**config.mk**
```make
export PLATFORM = sky130hd
export DESIGN_NAME = systolic_ctrl
export DESIGN_NICKNAME = d
export VERILOG_FILES = /design/src/rtl/systolic_pkg.sv /design/src/rtl/systolic_skew.sv /design/src/rtl/systolic_ctrl.sv
export SDC_FILE = /design/constraint.sdc
export NUM_CORES = 1
export LEC_CHECK = 0
export ABC_AREA = 0
export CORE_ASPECT_RATIO = 0.8
export CORE_MARGIN = 1
export CORE_UTILIZATION = 47
export DETAILED_ROUTE_END_ITERATION = 8
export GPL_TIMING_DRIVEN = 0
export PLACE_DENSITY = 0.76
export SLEW_MARGIN = 20
export SYNTH_ARGS = -nofsm -noshare
export SYNTH_HDL_FRONTEND = slang
export SYNTH_SLANG_ARGS = --single-unit
```
**constraint.sdc**
```tcl
create_clock -name clk -period 7.6 [get_ports clk]
set_input_delay 1.14 -clock clk [delete_from_list [all_inputs] [get_ports clk]]
set_output_delay 1.14 -clock clk [all_outputs]
set_load 0.005 [all_outputs]
```
**src/rtl/systolic_pkg.sv**
```systemverilog
// Shared types and constants for the 4x4 systolic array sequencer.
package systolic_pkg;

    localparam int N           = 4;
    localparam int DW          = 8;
    localparam int FEED_CYCLES = 3 * N - 2;
    localparam int IDX_W       = $clog2(N);
    localparam int CNT_W       = 4;

    typedef logic [DW-1:0] elem_t;
    // Element j of a row sits at bits [j*DW +: DW].
    typedef elem_t [N-1:0] row_t;
    typedef row_t  [N-1:0] mat_t;

    typedef enum logic [2:0] {
        ST_IDLE,
        ST_LOAD,
        ST_FEED,
        ST_SETTLE,
        ST_DRAIN,
        ST_OUT
    } state_t;

endpackage

```
**src/rtl/systolic_skew.sv**
```systemverilog
// Diagonal skew generator: during FEED step t, row k carries A[k][t-k] and
// column j carries B[t-j][j]. Lanes outside their window carry 0.
module systolic_skew
    import systolic_pkg::*;
(
    input  mat_t             a_buf,
    input  mat_t             b_buf,
    input  logic             feed_en,
    input  logic [CNT_W-1:0] t,
    output row_t             row_out,
    output row_t             col_out
);

    logic [CNT_W-1:0] off;

    // Select the operand element each lane needs at step t.
    always_comb begin
        // NOTE: every output gets a default before the loop, so no path leaves a value held (no latch).
        row_out = '0;
        col_out = '0;
        off     = '0;
        for (int k = 0; k < N; k++) begin
            off = t - CNT_W'(k);
            if (feed_en && (t >= CNT_W'(k)) && (off < CNT_W'(N))) begin
                row_out[IDX_W'(k)] = a_buf[IDX_W'(k)][off[IDX_W-1:0]];
                col_out[IDX_W'(k)] = b_buf[off[IDX_W-1:0]][IDX_W'(k)];
            end
        end
    end

endmodule

```
**src/rtl/systolic_ctrl.sv**
```systemverilog
// Sequencer for the 4x4 output-stationary PE array: loads A and B, feeds the
// skewed streams, drains results through OutputSign and returns C row by row.
// Optional feature macro: SYSTOLIC_CTRL_PERF_EN adds a saturating 16-bit
// result-stall counter on port perf_stall_cnt.
module systolic_ctrl #(
    parameter int N         = 4,
    parameter int DW        = 8,
    parameter int DRAIN_LAT = 1
) (
    input  logic            clk,
    input  logic            rst,
    input  logic            s_valid,
    output logic            s_ready,
    input  logic [N*DW-1:0] s_a_row,
    input  logic [N*DW-1:0] s_b_row,
    output logic [DW-1:0]   arr_row_0,
    output logic [DW-1:0]   arr_row_1,
    output logic [DW-1:0]   arr_row_2,
    output logic [DW-1:0]   arr_row_3,
    output logic [DW-1:0]   arr_col_0,
    output logic [DW-1:0]   arr_col_1,
    output logic [DW-1:0]   arr_col_2,
    output logic [DW-1:0]   arr_col_3,
    output logic            arr_output_sign,
    input  logic [DW-1:0]   arr_out_0,
    input  logic [DW-1:0]   arr_out_1,
    input  logic [DW-1:0]   arr_out_2,
    input  logic [DW-1:0]   arr_out_3,
    output logic            m_valid,
    input  logic            m_ready,
    output logic [N*DW-1:0] m_c_row,
    output logic            busy
`ifdef SYSTOLIC_CTRL_PERF_EN
    ,
    output logic [15:0]     perf_stall_cnt
`endif
);

    import systolic_pkg::*;

    if (N != 4) begin : g_bad_n
        $error("systolic_ctrl: only N=4 is supported");
    end
    if (DW != systolic_pkg::DW) begin : g_bad_dw
        $error("systolic_ctrl: DW must match the array datapath width");
    end
    if ((DRAIN_LAT < 1) || (DRAIN_LAT > 8)) begin : g_bad_lat
        $error("systolic_ctrl: DRAIN_LAT must be in 1..8");
    end

    localparam logic [CNT_W-1:0] LAST_ROW   = CNT_W'(N - 1);
    localparam logic [CNT_W-1:0] LAST_FEED  = CNT_W'(FEED_CYCLES - 1);
    localparam logic [CNT_W-1:0] LAST_SETL  = CNT_W'(DRAIN_LAT - 1);
    localparam logic [CNT_W-1:0] LAST_DRAIN = CNT_W'(N + DRAIN_LAT - 1);

    state_t           state, state_d;
    logic [CNT_W-1:0] cnt, cnt_d;
    mat_t             a_buf, b_buf, c_buf;
    row_t             skew_row, skew_col;
    row_t             arr_row_q, arr_col_q;
    row_t             arr_out;
    logic             s_hs, m_hs;
    logic [CNT_W-1:0] cap_pos;
    logic [IDX_W-1:0] cap_col;

    assign s_hs    = s_valid && s_ready;
    assign m_valid = (state == ST_OUT);
    assign m_hs    = m_valid && m_ready;
    assign busy    = (state != ST_IDLE);
    assign m_c_row = c_buf[cnt[IDX_W-1:0]];
    assign arr_out = {arr_out_3, arr_out_2, arr_out_1, arr_out_0};

    // Drain step cnt holds the value that left column N-1-(cnt-DRAIN_LAT).
    assign cap_pos = LAST_DRAIN - cnt;
    assign cap_col = cap_pos[IDX_W-1:0];

    assign arr_row_0 = arr_row_q[0];
    assign arr_row_1 = arr_row_q[1];
    assign arr_row_2 = arr_row_q[2];
    assign arr_row_3 = arr_row_q[3];
    assign arr_col_0 = arr_col_q[0];
    assign arr_col_1 = arr_col_q[1];
    assign arr_col_2 = arr_col_q[2];
    assign arr_col_3 = arr_col_q[3];

    // Phase sequencing; cnt is the beat, feed step, settle or drain index.
    always_comb begin
        state_d = state;
        cnt_d   = cnt;
        case (state)
            ST_IDLE: begin
                if (s_hs) begin
                    state_d = ST_LOAD;
                    cnt_d   = CNT_W'(1);
                end
            end
            ST_LOAD: begin
                if (s_hs) begin
                    if (cnt == LAST_ROW) begin
                        state_d = ST_FEED;
                        cnt_d   = '0;
                    end else begin
                        cnt_d = cnt + CNT_W'(1);
                    end
                end
            end
            ST_FEED: begin
                if (cnt == LAST_FEED) begin
                    state_d = ST_SETTLE;
                    cnt_d   = '0;
                end else begin
                    cnt_d = cnt + CNT_W'(1);
                end
            end
            ST_SETTLE: begin
                if (cnt == LAST_SETL) begin
                    state_d = ST_DRAIN;
                    cnt_d   = '0;
                end else begin
                    cnt_d = cnt + CNT_W'(1);
                end
            end
            ST_DRAIN: begin
                if (cnt == LAST_DRAIN) begin
                    state_d = ST_OUT;
                    cnt_d   = '0;
                end else begin
                    cnt_d = cnt + CNT_W'(1);
                end
            end
            ST_OUT: begin
                if (m_hs) begin
                    if (cnt == LAST_ROW) begin
                        state_d = ST_IDLE;
                        cnt_d   = '0;
                    end else begin
                        cnt_d = cnt + CNT_W'(1);
                    end
                end
            end
            default: begin
                state_d = ST_IDLE;
                cnt_d   = '0;
            end
        endcase
    end

    // State and index register.
    always_ff @(posedge clk or posedge rst) begin
        // NOTE: sequential state uses non-blocking assignment so every flop samples pre-edge values.
        if (rst) begin
            state <= ST_IDLE;
            cnt   <= '0;
        end else begin
            state <= state_d;
            cnt   <= cnt_d;
        end
    end

    // Load ready is registered so it reads 0 throughout reset.
    always_ff @(posedge clk or posedge rst) begin
        if (rst) begin
            s_ready <= 1'b0;
        end else begin
            s_ready <= (state_d == ST_IDLE) || (state_d == ST_LOAD);
        end
    end

    // Operand buffers: beat i of a job writes row i of A and B.
    always_ff @(posedge clk or posedge rst) begin
        // NOTE: these buffers are plain registers with a defined reset value, not a RAM macro.
        if (rst) begin
            a_buf <= '0;
            b_buf <= '0;
        end else if (s_hs) begin
            a_buf[cnt[IDX_W-1:0]] <= s_a_row;
            b_buf[cnt[IDX_W-1:0]] <= s_b_row;
        end
    end

    // Result capture as the array shifts its accumulators out.
    always_ff @(posedge clk or posedge rst) begin
        if (rst) begin
            c_buf <= '0;
        end else if ((state == ST_DRAIN) && (cnt >= CNT_W'(DRAIN_LAT))) begin
            for (int k = 0; k < N; k++) begin
                c_buf[IDX_W'(k)][cap_col] <= arr_out[IDX_W'(k)];
            end
        end
    end

    systolic_skew u_skew (
        .a_buf   (a_buf),
        .b_buf   (b_buf),
        .feed_en (state_d == ST_FEED),
        .t       (cnt_d),
        .row_out (skew_row),
        .col_out (skew_col)
    );

    // Array-facing outputs, registered from next-state so they line up with the phase.
    always_ff @(posedge clk or posedge rst) begin
        if (rst) begin
            arr_row_q       <= '0;
            arr_col_q       <= '0;
            arr_output_sign <= 1'b0;
        end else begin
            arr_row_q       <= skew_row;
            arr_col_q       <= skew_col;
            arr_output_sign <= (state_d == ST_DRAIN) && (cnt_d < CNT_W'(N));
        end
    end

`ifdef SYSTOLIC_CTRL_PERF_EN
    // Saturating count of result cycles lost to m_ready back-pressure.
    always_ff @(posedge clk or posedge rst) begin
        if (rst) begin
            perf_stall_cnt <= '0;
        end else if ((state == ST_IDLE) && s_hs) begin
            perf_stall_cnt <= '0;
        end else if (m_valid && !m_ready && (perf_stall_cnt != 16'hFFFF)) begin
            perf_stall_cnt <= perf_stall_cnt + 16'd1;
        end
    end
`endif

endmodule
```
After elaboration in Yosys (flattened, before gate mapping)
Index checks and enable logic that the tools add are counted.
{ "classes": {"n_lt_le_gt_ge": 11, "addsub": 3, "eq_ne": 11, "n_mux": 39, "reduce_logical": 15} }
{ "ops": {"columns": ["op", "n"], "rows": [
  ["128-bit bitwise mux", 2],
  ["32-bit binary-select mux with 2-bit select", 3],
  ["32-bit bitwise mux", 2],
  ["32-bit demux with 2-bit select", 1],
  ["32-bit two-way mux", 2],
  ["8-bit two-way mux", 8],
  ["8-bit binary-select mux with 2-bit select", 2],
  ["4-bit two-way mux", 7],
  ["3-bit two-way mux", 8],
  ["4-bit one-hot mux with 6 select lines", 1],
  ["3-bit one-hot mux with 6 select lines", 1],
  ["8-bit demux with 2-bit select", 1],
  ["16-bit two-way mux", 1],
  ["4-bit by 1-bit >= comparator with 1-bit output, second input constant", 3],
  ["2-bit by 3-bit less-than comparator with 1-bit output, second input constant", 4],
  ["1-bit logical AND", 10],
  ["3-bit by 2-bit == test with 1-bit output, second input constant", 3],
  ["3-bit == test, second input constant", 3],
  ["4-bit by 3-bit less-than comparator with 1-bit output, second input constant", 2],
  ["3-bit by 1-bit == test with 1-bit output, second input constant", 2],
  ["3-bit logical NOT", 2],
  ["4-bit by 1-bit adder with 4-bit output, second input constant", 1],
  ["4-bit by 2-bit == test with 1-bit output, second input constant", 1],
  ["4-bit by 3-bit == test with 1-bit output, second input constant", 1],
  ["other kinds (7)", 8]
]} }
{ "word_totals": {"output_inout_bits": 100, "in_bits": 100, "reg_bits": 361} }

Longest topological paths before layout
Gate-level depths: netlist (run 1).
{ "logic_depth": {"word_depth": 8, "depth_mapped": 18} }

By module
Synthesis (run 1) repeated with hierarchy kept, for this count alone.
{ "hier_totals": {"cells_unflattened": 1039, "hier_area_um2": 16284.4} }
{ "modules_own_cells": {"columns": ["mod", "n_inst", "cells_each", "area_per_inst_um2"], "rows": [
  ["systolic_ctrl", 1, 903, 14848.0],
  ["systolic_skew", 1, 136, 1436.4]
]} }

Worst setup path after synthesis (run 1)
Ideal clock, no wire load.
{ "synth_path": {"kind": "flip-flop to flip-flop", "from": "reg cnt[0]", "to": "reg arr_col_q (netlist bit arr_col_1[0])", "required_time_ns": 7.480, "path_slack_ns": 2.912, "setup_time_ns": 0.120, "n_path_buf": 7, "path_stages_with_launch": 17, "arrival_time_ns": 4.568, "cell_sequence": "dfrtp_1 -> buf_2 -> buf_1 -> inv_1 -> ha_1 -> nand4bb_1 -> a32oi_2 -> a31oi_1 -> or2_1 -> clkbuf_1 -> buf_2 -> buf_1 -> ha_1 -> buf_1 -> clkbuf_1 -> mux4_2 -> and3_1"} }
{ "synth_lines": {"columns": ["item", "line_no", "text"], "rows": [
  ["start: declaration", "systolic_ctrl.sv:57", "logic [CNT_W-1:0] cnt, cnt_d;"],
  ["start signal: assignment", "systolic_ctrl.sv:156", "cnt <= cnt_d;"],
  ["end signal: assignment", "systolic_ctrl.sv:209", "arr_col_q <= skew_col;"],
  ["end: declaration", "systolic_ctrl.sv:60", "row_t arr_row_q, arr_col_q;"]
]} }

==> metrics.txt, run 1 <==
# TYPE chip_impl_metric gauge
chip_impl_metric{name="drive_above_1_share",unit="%"} 30.5
chip_impl_metric{name="ff2ff_path_depth",unit=""} 16
chip_impl_metric{name="grt.overflow.total",unit=""} 0
chip_impl_metric{name="detail_route.drc_violations",unit=""} 0
chip_impl_metric{name="sequentialPowerShare",unit="%"} 34.8
chip_impl_metric{name="finalSetupViolations",unit=""} 0
chip_impl_metric{name="floorplan.io_pins",unit=""} 200
chip_impl_metric{name="clock_buffer_depth",unit=""} 3
chip_impl_metric{name="drtPass1Iterations",unit=""} 4
chip_impl_metric{name="post_cts_buffers",unit=""} 0
chip_impl_metric{name="netlist_area_before_placement",unit="sq um"} 10500
chip_impl_metric{name="postRouteWirelength",unit="microns"} 24300
chip_impl_metric{name="antenna_violating_nets_post_route",unit=""} 0
chip_impl_metric{name="fmax",unit="MHz"} 155
chip_impl_metric{name="worst_ir_drop_vdd",unit="V"} 0.000210
chip_impl_metric{name="timing.max_cap.violations",unit=""} 0
chip_impl_metric{name="placed_area",unit="sq um"} 12400
chip_impl_metric{name="synthDominantCellAreaShare",unit="%"} 55.6
chip_impl_metric{name="netSwitchingFraction",unit="%"} 33.6
chip_impl_metric{name="seq_area_frac_synth",unit="%"} 55.6
chip_impl_metric{name="clkSinkCount",unit=""} 233
chip_impl_info{name="reg2reg_launch_point",value="cnt[0]$_DFF_PP0_"} 1
chip_impl_metric{name="fp-row-count",unit=""} 48
chip_impl_metric{name="globalRouteTotalUtil",unit="%"} 21.8
chip_impl_metric{name="ys_async_sr_fraction",unit="%"} 100
chip_impl_metric{name="yosys.area_share.simple",unit="%"} 5.59
chip_impl_metric{name="p_comb_share",unit="%"} 44.6
chip_impl_metric{name="synthesis.area_per_instance",unit="sq um"} 13.8
chip_impl_metric{name="initial_standard_cell_utilization_of_the_core",unit="%"} 48.3
chip_impl_metric{name="clock-skew-final",unit="ps"} 10.5
chip_impl_info{name="cts_tree",value="yes"} 1
chip_impl_metric{name="hold_slack",unit="ps"} 500
chip_impl_metric{name="timing.final.max_slew_violations",unit=""} 0
chip_impl_info{name="synth_top_family_by_area",value="multiplexers"} 1
chip_impl_metric{name="hold_viol",unit=""} 0
chip_impl_metric{name="floorplan_core_area",unit="sq um"} 21700
chip_impl_metric{name="avgRoutedWirePerCell",unit="microns"} 19.1
chip_impl_metric{name="synth_fa_ha_area_share",unit="%"} 1.07
chip_impl_metric{name="num_vias",unit=""} 6696
chip_impl_metric{name="initial_antenna_violation_count",unit=""} 0
chip_impl_metric{name="die_x",unit="microns"} 169
chip_impl_metric{name="cts-htree-levels",unit=""} 1
chip_impl_metric{name="internal_power",unit="mW"} 3.87
chip_impl_metric{name="synth-xor-area-share",unit="%"} 0.0835
chip_impl_metric{name="synth-warning-count",unit=""} 64
chip_impl_metric{name="yosys_register_bits",unit=""} 233
chip_impl_info{name="synthDominantAreaCellType",value="sky130_fd_sc_hd__dfrtp_1"} 1
chip_impl_metric{name="grt_first_pass_wirelength",unit="microns"} 38300
chip_impl_metric{name="cp_data_arrival_time",unit="ps"} 6870
chip_impl_metric{name="grt_max_degree",unit=""} 91
chip_impl_info{name="timing.critical_path.from_type",value="flip-flop"} 1
chip_impl_metric{name="leakagePower",unit="nW"} 5.84
chip_impl_metric{name="grt_pass1_vias",unit=""} 6786
chip_impl_metric{name="die_h",unit="microns"} 136
chip_impl_metric{name="design.die.area",unit="sq um"} 22900
chip_impl_info{name="post_synth_main_area_contributors",value="sky130_fd_sc_hd__dfrtp_1 (56%), sky130_fd_sc_hd__mux2_2 (21%), sky130_fd_sc_hd__mux2i_1 (4.6%)"} 1
chip_impl_info{name="r2r-end",value="arr_col_1[0]$_DFF_PP0_"} 1
chip_impl_metric{name="detailedRoute.firstIterationViolations",unit=""} 366
chip_impl_metric{name="synth_enable_flop_cells",unit=""} 0
chip_impl_metric{name="power_switching",unit="mW"} 1.96
chip_impl_metric{name="synth_compound_gate_area_share",unit="%"} 4.35
chip_impl_metric{name="timing_worst_slew_pin_value",unit="ps"} 893
chip_impl_metric{name="layout.nets",unit=""} 1065
chip_impl_metric{name="maxSlewHeadroom",unit="%"} 40.4
chip_impl_metric{name="rrSetupSlack",unit="ps"} 1130
chip_impl_info{name="status",value="finished clean"} 1
chip_impl_metric{name="clkPwrFrac",unit="%"} 20.6
chip_impl_metric{name="clk-insertion-delay-late",unit="ps"} 520
chip_impl_metric{name="cts.hold.buffers_added",unit=""} 0
chip_impl_metric{name="number_of_unique_standard_cell_types_used_by_synthesis",unit=""} 50
chip_impl_metric{name="clkSlewWorstSetupHoldPaths",unit="ps"} 60
chip_impl_metric{name="insertedDiodeCount",unit=""} 0
chip_impl_info{name="timing.setup.critical_path_class",value="flip-flop to flip-flop"} 1
chip_impl_metric{name="post-route-period-util",unit="%"} 85.1
chip_impl_info{name="rsz_0062_raised_after_global_routing",value="no"} 1
chip_impl_info{name="cts_root_buf",value="sky130_fd_sc_hd__clkbuf_16"} 1
chip_impl_metric{name="hold_depth",unit=""} 1
chip_impl_metric{name="setup_total_negative_slack",unit="ps"} 0
chip_impl_info{name="hp-class",value="flip-flop to flip-flop"} 1
chip_impl_metric{name="path_max_fanout",unit=""} 11
chip_impl_metric{name="dp.final_hpwl",unit="microns"} 16800
chip_impl_metric{name="synthToLayoutAreaGrowth",unit="%"} 25.9
chip_impl_metric{name="io_buffer_count",unit=""} 135
chip_impl_metric{name="yosys-mux-area-fraction",unit="%"} 28.6
chip_impl_metric{name="place.gp.congestion",unit=""} 0.892
chip_impl_metric{name="final_cell_area",unit="sq um"} 13200
chip_impl_metric{name="syn_inst",unit=""} 762
chip_impl_info{name="yosys_most_used_dff",value="sky130_fd_sc_hd__dfrtp_1"} 1
chip_impl_metric{name="final.min_clock_period",unit="ps"} 6470
chip_impl_metric{name="ratio_of_routed_vias_to_standard_cells",unit=""} 5.26
chip_impl_info{name="holdCritStartpoint",value="a_buf[35]$_DFFE_PP0P_"} 1
chip_impl_info{name="min_delay_worst_endpoint",value="a_buf[35]$_DFFE_PP0P_"} 1
chip_impl_metric{name="cellPowerDensity",unit="nW/um^2"} 441
chip_impl_metric{name="cts-resized-gates",unit=""} 0
chip_impl_info{name="critical_path.endpoint_type",value="flip-flop"} 1
chip_impl_metric{name="cp_data_required_time",unit="ps"} 8000
chip_impl_metric{name="cts_buffers",unit=""} 24
## placed cells by master (no fill, tap or decap), types with 3 or more instances in the layout
cell type | Yosys | routed
sky130_fd_sc_hd__nor2_1 | 36 | 36
sky130_fd_sc_hd__and2_1 | 18 | 18
sky130_fd_sc_hd__mux2i_1 | 48 | 48
sky130_fd_sc_hd__clkdlybuf4s50_1 | 0 | 135
sky130_fd_sc_hd__clkbuf_8 | 0 | 5
sky130_fd_sc_hd__a21oi_1 | 7 | 7
sky130_fd_sc_hd__buf_4 | 32 | 32
sky130_fd_sc_hd__clkbuf_1 | 26 | 32
sky130_fd_sc_hd__inv_1 | 13 | 12
sky130_fd_sc_hd__buf_1 | 8 | 8
sky130_fd_sc_hd__buf_2 | 10 | 10
sky130_fd_sc_hd__nand3_1 | 3 | 3
sky130_fd_sc_hd__mux4_2 | 16 | 16
sky130_fd_sc_hd__mux2_2 | 192 | 192
sky130_fd_sc_hd__dfrtp_1 | 233 | 233
sky130_fd_sc_hd__clkbuf_16 | 0 | 25
sky130_fd_sc_hd__nand2_1 | 18 | 18
sky130_fd_sc_hd__conb_1 | 1 | 32
sky130_fd_sc_hd__and3_1 | 16 | 16
sky130_fd_sc_hd__a211oi_1 | 33 | 33
sky130_fd_sc_hd__ha_1 | 9 | 9
## power by group through the flow
stage	logic [mW]	registers (mW)	clock network (mW)
after floorplan	1.79	1.96	0
after global placement	2.53	2.02	0
after detailed placement	2.60	2.04	0
after CTS	2.62	2.03	1.22
after global routing	2.81	2.09	1.27
final	2.60	2.03	1.20
## synthesized netlist by cell type, types with 3 or more instances
master	number
sky130_fd_sc_hd__nor2_1	36
sky130_fd_sc_hd__nand2_1	18
sky130_fd_sc_hd__nand3_1	3
sky130_fd_sc_hd__buf_1	8
sky130_fd_sc_hd__inv_1	13
sky130_fd_sc_hd__dfrtp_1	233
sky130_fd_sc_hd__clkbuf_1	26
sky130_fd_sc_hd__buf_2	10
sky130_fd_sc_hd__buf_4	32
sky130_fd_sc_hd__mux4_2	16
sky130_fd_sc_hd__and3_1	16
sky130_fd_sc_hd__ha_1	9
sky130_fd_sc_hd__mux2i_1	48
sky130_fd_sc_hd__a211oi_1	33
sky130_fd_sc_hd__and2_1	18
sky130_fd_sc_hd__a21oi_1	7
sky130_fd_sc_hd__mux2_2	192
## cell type report
| class | count | area [sq um] |
|---|---|---|
| repair buffers | 137 | 1410 |
| plain buffers | 78 | 440 |
| flip-flops and latches | 233 | 5830 |
| inverters | 14 | 60.1 |
| fillers | 1760 | 8530 |
| well taps | 300 | 375 |
| clock buffers | 36 | 717 |
| multi-input cells | 468 | 4290 |
| clock inverters | 7 | 97.6 |
## kinds of logic (layout without fill, tap and decap cells)
group | after synthesis | in the layout
xor gates and xnor gates | 1 | 1
adders and majority gates | 9 | 9
DFF | 233 | 233
and+or+nand+nor | 112 | 112
muxes | 256 | 256
other | 1 | 32
AOI/OAI and AO/OA | 58 | 58
buffers and inverters | 92 | 272
## state kept, by name, indices dropped and copies added (netlist names)
name	flops
arr_row_0	8
arr_row_1	8
c_buf	64
arr_output_sign	1
state	3
arr_col_1	8
a_buf	64
arr_col_0	8
cnt	4
s_ready	1
b_buf	64
## how the worst max path moves through the flow
| stage | start | endpoint | slack (ps) | cells after the start |
|---|---|---|---|---|
| 2_1_floorplan | rst | a_buf[0]$_DFFE_PP0P_ | 70 | 1 |
| 3_3_place_gp | rst | b_buf[76]$_DFFE_PP0P_ | -2870 | 2 |
| 3_5_place_dp | cnt[0]$_DFF_PP0_ | arr_row_1[5]$_DFF_PP0_ | 1100 | 16 |
| 4_1_cts | cnt[0]$_DFF_PP0_ | arr_col_1[0]$_DFF_PP0_ | 1000 | 16 |
| 5_1_grt | cnt[0]$_DFF_PP0_ | arr_col_1[1]$_DFF_PP0_ | 580 | 16 |
| 6_report | cnt[0]$_DFF_PP0_ | arr_col_1[0]$_DFF_PP0_ | 1130 | 16 |
## worst max-delay path, stage by stage, from the launching register on
cell	delay [ps]
sky130_fd_sc_hd__dfrtp_1	420
sky130_fd_sc_hd__buf_2	280
sky130_fd_sc_hd__buf_1	710
sky130_fd_sc_hd__inv_1	220
sky130_fd_sc_hd__ha_1	320
sky130_fd_sc_hd__nand4bb_1	160
sky130_fd_sc_hd__a32oi_2	170
sky130_fd_sc_hd__a31oi_1	240
sky130_fd_sc_hd__or2_1	190
sky130_fd_sc_hd__clkbuf_1	350
sky130_fd_sc_hd__buf_2	340
sky130_fd_sc_hd__buf_1	660
sky130_fd_sc_hd__ha_1	250
sky130_fd_sc_hd__buf_1	500
sky130_fd_sc_hd__clkbuf_1	730
sky130_fd_sc_hd__mux4_2	600
sky130_fd_sc_hd__and3_1	200
## metal layers
metal  part of all wire, %  GRT usage (%)
met5                     0              0
met1                    44           30.3
met4                   1.5           4.60
met2                    49           36.5
met3                   5.1           3.48
## through the flow
| step | cells | worst slack (ps) | util (%) | power (mW) |
|---|---|---|---|---|
| global route | 1273 | 577 | 60.8 | 6.17 |
| detailed placement | 1230 | 1100 | 57.0 | 4.64 |
| finish | 1273 | 1130 | 60.8 | 5.83 |
| floorplan | 793 | 70.4 | - | 3.75 |
| CTS | 1273 | 1000 | 60.8 | 5.87 |
| global placement | 1228 | -2870 | 56.8 | 4.54 |
(Power assumes the default switching activity.)
==> run 2, diff against run 1 <==
--- a/config.mk
+++ b/config.mk
@@ -7,11 +7,11 @@
 export LEC_CHECK = 0
 export ABC_AREA = 0
 export CORE_ASPECT_RATIO = 0.8
-export CORE_MARGIN = 1
-export CORE_UTILIZATION = 47
+export CORE_MARGIN = 3
+export CORE_UTILIZATION = 41
 export DETAILED_ROUTE_END_ITERATION = 8
 export GPL_TIMING_DRIVEN = 0
-export PLACE_DENSITY = 0.76
+export PLACE_DENSITY = 0.68
 export SLEW_MARGIN = 20
 export SYNTH_ARGS = -nofsm -noshare
 export SYNTH_HDL_FRONTEND = slang
==> run 2 against run 1 <==
Effect of this change:
- combinational power hardly changed
- wire length up 2.7%
- non-clock buffer count did not move
- cell area increased by 0.20%
- largest power group unchanged
- count of clock-buffer cells in the layout shrank 1
- power is essentially flat
- clock power barely moved
- critical path type unchanged
- critical path depth is 2 lower
- largest cell class unchanged
==> metrics.txt, run 2 (synthesized netlist as in run 1, its figures left out) <==
# TYPE chip_impl_metric gauge
chip_impl_info{name="startpoint",value="cnt[0]$_DFF_PP0_"} 1
chip_impl_metric{name="postLayoutCoreUtil",unit="%"} 53.5
chip_impl_info{name="rsz_0062_raised_after_global_routing",value="no"} 1
chip_impl_info{name="final_common_cell",value="sky130_fd_sc_hd__dfrtp_1"} 1
chip_impl_metric{name="dpl.cell_count",unit=""} 1248
chip_impl_metric{name="finalPower",unit="mW"} 5.83
chip_impl_metric{name="place.gp.congestion",unit=""} 0.855
chip_impl_metric{name="final_cell_area",unit="sq um"} 13200
chip_impl_metric{name="worst_ir_drop_vdd",unit="V"} 0.000198
chip_impl_info{name="cts_tree",value="yes"} 1
chip_impl_metric{name="power_switching",unit="mW"} 1.94
chip_impl_metric{name="timing_worst_slew_pin_value",unit="ps"} 897
chip_impl_metric{name="avgRoutedWirePerCell",unit="microns"} 19.4
chip_impl_metric{name="clkSinkCount",unit=""} 233
chip_impl_metric{name="setup_total_negative_slack",unit="ps"} 0
chip_impl_info{name="status",value="finished clean"} 1
chip_impl_metric{name="initial_standard_cell_utilization_of_the_core",unit="%"} 42.4
chip_impl_metric{name="detail_route.drc_violations",unit=""} 0
chip_impl_metric{name="final.min_clock_period",unit="ps"} 6500
chip_impl_metric{name="die_h",unit="microns"} 149
chip_impl_metric{name="timing.final.max_slew_violations",unit=""} 0
chip_impl_metric{name="fp-row-count",unit=""} 51
chip_impl_info{name="r2r-end",value="arr_col_1[1]$_DFF_PP0_"} 1
chip_impl_metric{name="globalRouteTotalUtil",unit="%"} 18.2
chip_impl_metric{name="leakagePower",unit="nW"} 5.85
chip_impl_metric{name="netSwitchingFraction",unit="%"} 33.3
chip_impl_metric{name="design.die.area",unit="sq um"} 27600
chip_impl_metric{name="sequentialPowerShare",unit="%"} 34.7
chip_impl_info{name="cts_root_buf",value="sky130_fd_sc_hd__clkbuf_16"} 1
chip_impl_metric{name="finish.cell_count_without_fillers",unit=""} 1291
chip_impl_metric{name="floorplan_core_area",unit="sq um"} 24800
chip_impl_info{name="timing.critical_path.from_type",value="flip-flop"} 1
chip_impl_metric{name="cts_buffers",unit=""} 24
chip_impl_metric{name="dp_worst_setup_slack",unit="ps"} 1090
chip_impl_metric{name="clock_buffer_depth",unit=""} 3
chip_impl_info{name="timing.setup.critical_path_class",value="flip-flop to flip-flop"} 1
chip_impl_metric{name="dp.final_hpwl",unit="microns"} 17100
chip_impl_metric{name="drive_above_1_share",unit="%"} 30.5
chip_impl_metric{name="fmax",unit="MHz"} 154
chip_impl_metric{name="grt_pass1_vias",unit=""} 6945
chip_impl_metric{name="cts-resized-gates",unit=""} 0
chip_impl_metric{name="grt.overflow.total",unit=""} 0
chip_impl_metric{name="die_x",unit="microns"} 185
chip_impl_info{name="critical_path.endpoint_type",value="flip-flop"} 1
chip_impl_info{name="reg2reg_launch_point",value="cnt[0]$_DFF_PP0_"} 1
chip_impl_metric{name="cellPowerDensity",unit="nW/um^2"} 441
chip_impl_metric{name="ff2ff_path_depth",unit=""} 14
chip_impl_metric{name="ratio_of_routed_vias_to_standard_cells",unit=""} 5.14
chip_impl_metric{name="clock-skew-final",unit="ps"} 11.7
chip_impl_metric{name="rrSetupSlack",unit="ps"} 1100
chip_impl_metric{name="placed_area",unit="sq um"} 12400
chip_impl_info{name="layout.cells.most_common_list",value="sky130_fd_sc_hd__dfrtp_1 (233), sky130_fd_sc_hd__mux2_2 (192), sky130_fd_sc_hd__clkdlybuf4s50_1 (135)"} 1
chip_impl_info{name="min_delay_worst_endpoint",value="b_buf[65]$_DFFE_PP0P_"} 1
chip_impl_metric{name="cts.hold.buffers_added",unit=""} 0
chip_impl_metric{name="grt_first_pass_wirelength",unit="microns"} 39100
chip_impl_metric{name="internal_power",unit="mW"} 3.89
chip_impl_metric{name="antenna_violating_nets_post_route",unit=""} 0
chip_impl_metric{name="clkSlewWorstSetupHoldPaths",unit="ps"} 60
chip_impl_info{name="largest_registers",value="a_buf (64), b_buf (64), c_buf (64)"} 1
chip_impl_metric{name="grt_max_degree",unit=""} 86
chip_impl_metric{name="post-route-period-util",unit="%"} 85.5
chip_impl_info{name="holdCritStartpoint",value="b_buf[65]$_DFFE_PP0P_"} 1
chip_impl_metric{name="maxSlewHeadroom",unit="%"} 40.2
chip_impl_metric{name="hold_slack",unit="ps"} 497
chip_impl_metric{name="initial_antenna_violation_count",unit=""} 0
chip_impl_metric{name="cts-htree-levels",unit=""} 1
chip_impl_metric{name="hold_depth",unit=""} 1
chip_impl_metric{name="detailedRoute.firstIterationViolations",unit=""} 427
chip_impl_metric{name="path_max_fanout",unit=""} 11
chip_impl_metric{name="cp_data_arrival_time",unit="ps"} 6890
chip_impl_metric{name="floorplan.io_pins",unit=""} 200
chip_impl_metric{name="num_vias",unit=""} 6634
chip_impl_metric{name="finalSetupViolations",unit=""} 0
chip_impl_metric{name="io_buffer_count",unit=""} 135
chip_impl_metric{name="clk-insertion-delay-late",unit="ps"} 510
chip_impl_metric{name="drtPass1Iterations",unit=""} 5
chip_impl_metric{name="p_comb_share",unit="%"} 44.5
chip_impl_metric{name="setup_slack",unit="ps"} 1100
chip_impl_metric{name="post_cts_buffers",unit=""} 0
chip_impl_metric{name="layout.nets",unit=""} 1065
chip_impl_metric{name="hold_viol",unit=""} 0
chip_impl_metric{name="postRouteWirelength",unit="microns"} 25000
chip_impl_metric{name="clkPwrFrac",unit="%"} 20.8
chip_impl_metric{name="cp_data_required_time",unit="ps"} 7990
chip_impl_metric{name="synthToLayoutAreaGrowth",unit="%"} 26.2
chip_impl_metric{name="timing.max_cap.violations",unit=""} 0
chip_impl_info{name="hp-class",value="flip-flop to flip-flop"} 1
run 2: cell count changes in the layout (fill, tap and decap cells not counted), sizes merged:
cell	delta
inv	-1
clkinvlp	-1
diode	+1
bufinv	+1
clkinv	+1
clkbuf	-1
run 2: worst max-delay path by stage:
stage | end | cells after the start
floorplan | a_buf[0]$_DFFE_PP0P_ | 1
finish | arr_col_1[1]$_DFF_PP0_ | 14
global route | arr_col_1[1]$_DFF_PP0_ | 14
detailed placement | arr_col_1[1]$_DFF_PP0_ | 14
CTS | arr_row_1[4]$_DFF_PP0_ | 14
global placement | arr_col_1[4]$_DFF_PP0_ | 2
run 2: layout make-up:
cell class | count | area (sq um)
diodes | 1 | 2.50
plain buffers | 78 | 440
clock buffers | 35 | 703
clock inverters | 7 | 113
fillers | 2112 | 11500
inverters | 14 | 60.1
multi-input cells | 468 | 4290
flip-flops and latches | 233 | 5830
well taps | 318 | 398
repair buffers | 137 | 1410
run 2: worst max-delay path: stages, from the launching register on:
cell and delay, ps:
sky130_fd_sc_hd__dfrtp_1 410, sky130_fd_sc_hd__buf_2 270, sky130_fd_sc_hd__buf_1 710, sky130_fd_sc_hd__inv_1 210
sky130_fd_sc_hd__ha_1 340, sky130_fd_sc_hd__nand4bb_1 190, sky130_fd_sc_hd__a32oi_2 180, sky130_fd_sc_hd__o211ai_1 710
sky130_fd_sc_hd__clkinv_1 500, sky130_fd_sc_hd__clkbuf_1 410, sky130_fd_sc_hd__ha_1 390, sky130_fd_sc_hd__buf_1 530
sky130_fd_sc_hd__clkbuf_1 710, sky130_fd_sc_hd__mux4_2 600, sky130_fd_sc_hd__and3_1 210
run 2: layer usage:
metal	up-vias	global-route usage (%)	routed length, microns
met1	3353	26.8	12000
met5	-	0	0
met2	192	28.7	11400
met4	0	4.31	518
met3	35	2.61	1170
li1	3054	-	-
run 2: power by group through the flow:
stage / registers, mW / clock network, mW / logic (mW)
2_1_floorplan: 1.96 / 0 / 1.79
3_3_place_gp: 2.02 / 0 / 2.55
3_5_place_dp: 2.04 / 0 / 2.60
4_1_cts: 2.02 / 1.24 / 2.63
5_1_grt: 2.09 / 1.29 / 2.82
6_report: 2.02 / 1.21 / 2.59
